===== config.mk =====
export PLATFORM = sky130hd
export DESIGN_NAME = pipe_stage_buf
export DESIGN_NICKNAME = d
export VERILOG_FILES = /design/src/rtl/pipe_pkg.sv /design/src/rtl/pipe_entry.sv /design/src/rtl/pipe_stage_buf.sv
export SDC_FILE = /design/constraint.sdc
export NUM_CORES = 1
export LEC_CHECK = 0
export ABC_CLOCK_PERIOD_IN_PS = 1640
export CAP_MARGIN = 20
export CORE_UTILIZATION = 47
export DETAILED_ROUTE_END_ITERATION = 8
export PLACE_DENSITY = 0.77
export REMOVE_ABC_BUFFERS = 1
export SLEW_MARGIN = 10
export SYNTH_ARGS = -nofsm -noshare
export SYNTH_HDL_FRONTEND = slang
export SYNTH_SLANG_ARGS = --single-unit

===== constraint.sdc =====
create_clock -name clk -period 1.64 [get_ports clk]
set_clock_uncertainty 0.15 [all_clocks]
set_input_delay 0.246 -clock clk [delete_from_list [all_inputs] [get_ports clk]]
set_output_delay 0.246 -clock clk [all_outputs]
set_load 0.01 [all_outputs]

===== src/rtl/pipe_pkg.sv =====
// Shared definitions for the two-entry pipeline stage buffer.
// Holds the occupancy-state encoding and the default payload width.
package pipe_pkg;

  localparam int WIDTH_DEF = 92;

  typedef enum logic [1:0] {
    ST_EMPTY = 2'd0,
    ST_HALF  = 2'd1,
    ST_FULL  = 2'd2
  } state_e;

endpackage


===== src/rtl/pipe_entry.sv =====
// One payload register of the stage buffer.
// A masked clear wins over a load, so a flush discards any concurrent write.
module pipe_entry #(
  parameter int               WIDTH     = pipe_pkg::WIDTH_DEF,
  parameter logic [WIDTH-1:0] CTRL_MASK = {WIDTH{1'b1}}
) (
  input  logic             clk,
  input  logic             rst_n,
  input  logic             load,
  input  logic             clr,
  input  logic [WIDTH-1:0] d,
  output logic [WIDTH-1:0] q
);

  logic [WIDTH-1:0] data_q, data_d;

  always_comb begin
    data_d = data_q;
    if (clr) begin
      data_d = data_q & ~CTRL_MASK;
    end else if (load) begin
      data_d = d;
    end
  end

  always_ff @(posedge clk or negedge rst_n) begin
    if (!rst_n) begin
      data_q <= '0;
    end else begin
      data_q <= data_d;
    end
  end

  assign q = data_q;

endmodule


===== src/rtl/pipe_stage_buf.sv =====
// Two-entry skid buffer stage with stall, masked flush and a saturating
// stall-cycle counter. Handshake outputs decode only the registered state.
module pipe_stage_buf
  import pipe_pkg::*;
#(
  parameter int               WIDTH            = WIDTH_DEF,
  parameter logic [WIDTH-1:0] CTRL_MASK        = {WIDTH{1'b1}},
  parameter int               FLUSH_OVER_STALL = 1,
  parameter int               CNT_W            = 8
) (
  input  logic             clk,
  input  logic             reset,
  input  logic             in_valid,
  output logic             in_ready,
  input  logic [WIDTH-1:0] in_data,
  output logic             out_valid,
  input  logic             out_ready,
  output logic [WIDTH-1:0] out_data,
  input  logic             stall,
  input  logic             flush,
  output logic [1:0]       occupancy,
  output logic [CNT_W-1:0] stall_cnt
);

  localparam logic FOS = (FLUSH_OVER_STALL != 0);

  state_e           state_q, state_d;
  logic [CNT_W-1:0] stall_cnt_q, stall_cnt_d;
  logic             push, pop, flush_eff;
  logic             main_ld, skid_ld, main_from_skid;
  logic [WIDTH-1:0] main_q, skid_q, main_in;

  assign in_ready  = (state_q != ST_FULL);
  assign out_valid = (state_q != ST_EMPTY);
  assign occupancy = state_q;
  assign stall_cnt = stall_cnt_q;
  assign out_data  = main_q;

  assign push      = in_valid & in_ready & ~stall;
  assign pop       = out_valid & out_ready & ~stall;
  assign flush_eff = flush & (FOS | ~stall);
  assign main_in   = main_from_skid ? skid_q : in_data;

  // Loads are only raised outside a flush, so dropped input never lands.
  always_comb begin
    state_d        = state_q;
    main_ld        = 1'b0;
    skid_ld        = 1'b0;
    main_from_skid = 1'b0;
    if (flush_eff) begin
      state_d = ST_EMPTY;
    end else begin
      case (state_q)
        ST_EMPTY: begin
          if (push) begin
            state_d = ST_HALF;
            main_ld = 1'b1;
          end
        end
        ST_HALF: begin
          if (push && pop) begin
            main_ld = 1'b1;
          end else if (push) begin
            state_d = ST_FULL;
            skid_ld = 1'b1;
          end else if (pop) begin
            state_d = ST_EMPTY;
          end
        end
        ST_FULL: begin
          if (pop) begin
            state_d        = ST_HALF;
            main_ld        = 1'b1;
            main_from_skid = 1'b1;
          end
        end
        default: state_d = ST_EMPTY;
      endcase
    end
  end

  always_comb begin
    stall_cnt_d = stall_cnt_q;
    if (stall && out_valid && (stall_cnt_q != {CNT_W{1'b1}})) begin
      stall_cnt_d = stall_cnt_q + 1'b1;
    end
  end

  always_ff @(posedge clk or negedge reset) begin
    if (!reset) begin
      state_q     <= ST_EMPTY;
      stall_cnt_q <= '0;
    end else begin
      state_q     <= state_d;
      stall_cnt_q <= stall_cnt_d;
    end
  end

  pipe_entry #(.WIDTH(WIDTH), .CTRL_MASK(CTRL_MASK)) u_main (
    .clk   (clk),
    .rst_n (reset),
    .load  (main_ld),
    .clr   (flush_eff),
    .d     (main_in),
    .q     (main_q)
  );

  pipe_entry #(.WIDTH(WIDTH), .CTRL_MASK(CTRL_MASK)) u_skid (
    .clk   (clk),
    .rst_n (reset),
    .load  (skid_ld),
    .clr   (flush_eff),
    .d     (in_data),
    .q     (skid_q)
  );

endmodule


==> impl_metrics.csv <==
group,metric,value,unit
worst_hold_path,min_path_type,"in2reg",
synth,synth_cell_type_count,35,
sta,holdWs,0.0454,ns
status,status,"finished, violations left",
synth,yosysTopAreaCellShare,50.7,%
floorplanning,start_util,48.6,%
final_layout,final_util,73.6,%
global_route,antenna_found_initial,1,
synth,netlist_area,9570,um^2
power,pwr_density_cell,809,nW/um^2
sta,relSlewSlack,48.4,%
clocking,insertion_delay,0.43,ns
final_layout,fin_area,14500,um^2
routing,wirelength,31.4,mm
worst_setup_path,worstSetupPathType,"reg2reg",
floorplanning,ios,202,
synth,yosysWarnings,0,
clocking,clock-root-buffer,"clkbuf_16",
place,place_area,12300,um^2
worst_setup_path,crit_required,1.81,ns
final_layout,drive_above_1_share,30.7,%
floorplanning,dieArea,20900,um^2
sta,clock.fmax,503,MHz
synth,ys.flop_type,"dfrtp_1",
synth,synth_area_leaders,"dfrtp_1 51%, nand2_1 11%, a221oi_2 9.4%",
routing,routedWlPerCell,20.9,um
synth,synth.avg_cell_area,9.85,um^2
power,p_leak,0.00568,uW
clocking,cts.sinks,194,
global_route,overflow,0,
place,gp_congestion,0.812,
sta,post-route-period-util,121,%
floorplanning,core,19700,um^2
clocking,htreeDepth,4,
global_route,grt_pass1_wl,45.1,mm
sta,fin_ws,-0.349,ns
worst_setup_path,cp.arrival,2.16,ns
worst_setup_path,cp-start-kind,"flop",
clocking,cts_tree,"built",
global_route,grt_pass1_vias,8449,
synth,synthCells,972,
sta,rsz0062_at_grt,"true",
status,violations,"setup timing",
routing,drt_iter0_drc,740,
synth,synth_async_sr_flop_share,100,%
sta,finalCriticalPeriod,1.99,ns
synth,yosysTopAreaCell,"dfrtp_1",
floorplanning,die_x,145,um
synth,yosys-top-cells-count,"278 x nand2_1, 194 x dfrtp_1, 95 x inv_1",
global_route,met1_usage,38.3,%
clocking,clkTransAtPathRegs,0.07,ns
routing,firstDrtPassIters,5,
clocking,cts-buffers-inserted,17,
synth,ys_ff_latch,194,
routing,drc,0,
sta,tns,-51.03,ns
synth,synth_edf_count,0,
worst_setup_path,crit_fanout,8,
global_route,use_met2,45.3,%
sta,drv_slew,0,
routing,dr_total_vias,8750,
final_layout,nNetsFinal,1323,
global_route,grt.busiest_layer,"met2",
global_route,grt_usage,28.4,%
job,maxCapViolations,0,
floorplanning,dieHeight,145,um
global_route,grt_max_degree,132,
place,io_buffers,201,
floorplanning,rows,51,
power,ir_drop,0.775,mV
sta,setup_viol,289,
synth,ys_seq_area_share,50.7,%
sta,tightest_slew,0.775,ns
synth,synth.most_common_cell,"nand2_1",
global_route,grtUsageMet3,5.17,%
clocking,clk_path_buf_depth,2,
routing,ant_nets,0,
worst_setup_path,cp-end-kind,"flop",
place,dp_hpwl,16.3,mm
routing,vias_per_cell,5.82,
sta,finalHoldViolations,0,
final_layout,syn_to_final_growth,51.6,%
==> cells by family (layout without fill, tap and decap cells) <==
logic type / Yosys count / count (layout) / share of synthesized area, %
other: 0 / 1 / 0
AO/OA/AOI/OAI: 283 / 283 / 27.8
multiplexers: 1 / 1 / 0.118
flip-flops: 194 / 194 / 50.7
adder cells (fa/ha/maj): 1 / 1 / 0.131
XOR/XNOR: 7 / 7 / 0.640
buffers and inverters: 186 / 450 / 8.25
AND/OR/NAND/NOR: 300 / 301 / 12.3
==> cell usage in the layout, fill, tap and decap left out, types with 2 or more instances in the layout <==
master	n
nand2_1	241
dfrtp_1	193
clkdlybuf4s50_1	185
inv_1	95
a221oi_2	79
a21oi_1	76
a211oi_2	72
buf_4	43
buf_12	36
nand2_2	31
clkbuf_16	28
buf_6	21
a211oi_1	19
a21oi_2	18
buf_16	12
a221oi_1	9
xor2_1	6
nand2_4	6
clkdlybuf4s15_1	5
or2_4	4
nor2_1	4
clkbuf_8	4
clkinv_4	4
a221oi_4	3
nand3_1	3
dlygate4sd2_1	3
buf_8	3
nand2b_4	2
a21o_1	2
nor3_1	2
clkinv_2	2
bufinv_16	2
clkinvlp_4	2
==> state kept, by name, summed over array words and instances (netlist names) <==
signal     cells
u_main.q      92
occupancy      2
u_skid.q      92
stall_cnt      8
==> metrics by stage <==
step	power [uW]	instances	worst slack (ns)
after floorplan	5920	881	-7.77
after global placement	7210	1415	-0.590
after detailed placement	7240	1415	-0.631
after CTS	11600	1484	-0.286
after global routing	12200	1502	-0.439
final	11700	1503	-0.349
==> final cells by class <==
type	count	area, um^2
multi-input combinational	593	4440
clock inverter	11	129
timing repair buffer	323	3930
sequential	194	4860
fill	1312	5200
inverter	95	357
clock buffer	21	470
antenna	1	2.50
tap	265	332
==> where the power goes <==
group	switching [uW]	internal, uW
combinational	1120	1200
sequential	142	5010
clock	1890	2380
==> metal layers <==
layer / wire, um / up-vias / part of all wire [%]
li1: - / 3878 / -
met1: 13000 / 4401 / 42
met2: 15200 / 407 / 49
met3: 2280 / 64 / 7.3
met4: 826 / 0 / 2.6
met5: 0 / - / 0
==> worst paths after layout <==
kind                               from            to  slack, ns  cells past startpoint
max                        occupancy[0]  u_main.q[28]      -0.35                      7
min                           out_ready  occupancy[1]       0.05                      3
max reg2reg                occupancy[0]  u_main.q[28]      -0.35                      7
min reg2reg                stall_cnt[7]  stall_cnt[7]       0.35                      1
max in group asynchronous         reset  u_skid.q[85]       0.69                      3
min in group asynchronous         reset  u_skid.q[79]       0.10                      2
==> worst max-delay path, cell delays in order, from the launching register on <==
cell and delay [ns]:
dfrtp_2 0.42, and3b_2 0.24, a31oi_4 0.26, buf_6 0.17
buf_8 0.14, buf_12 0.14, a211oi_1 0.06, a221oi_1 0.29
==> what timing repair did <==
item / in CTS / in global routing
cloned: 15 / 13
buffers inserted: 23 / 9
setup endpoints to repair: 297 / 292
hold endpoints to repair: 194 / 0
hold buffers: 1 / 0
resized for setup: 99 / 86
pin swaps: 29 / 61
Note: power is estimated with default switching activity, not from simulation.
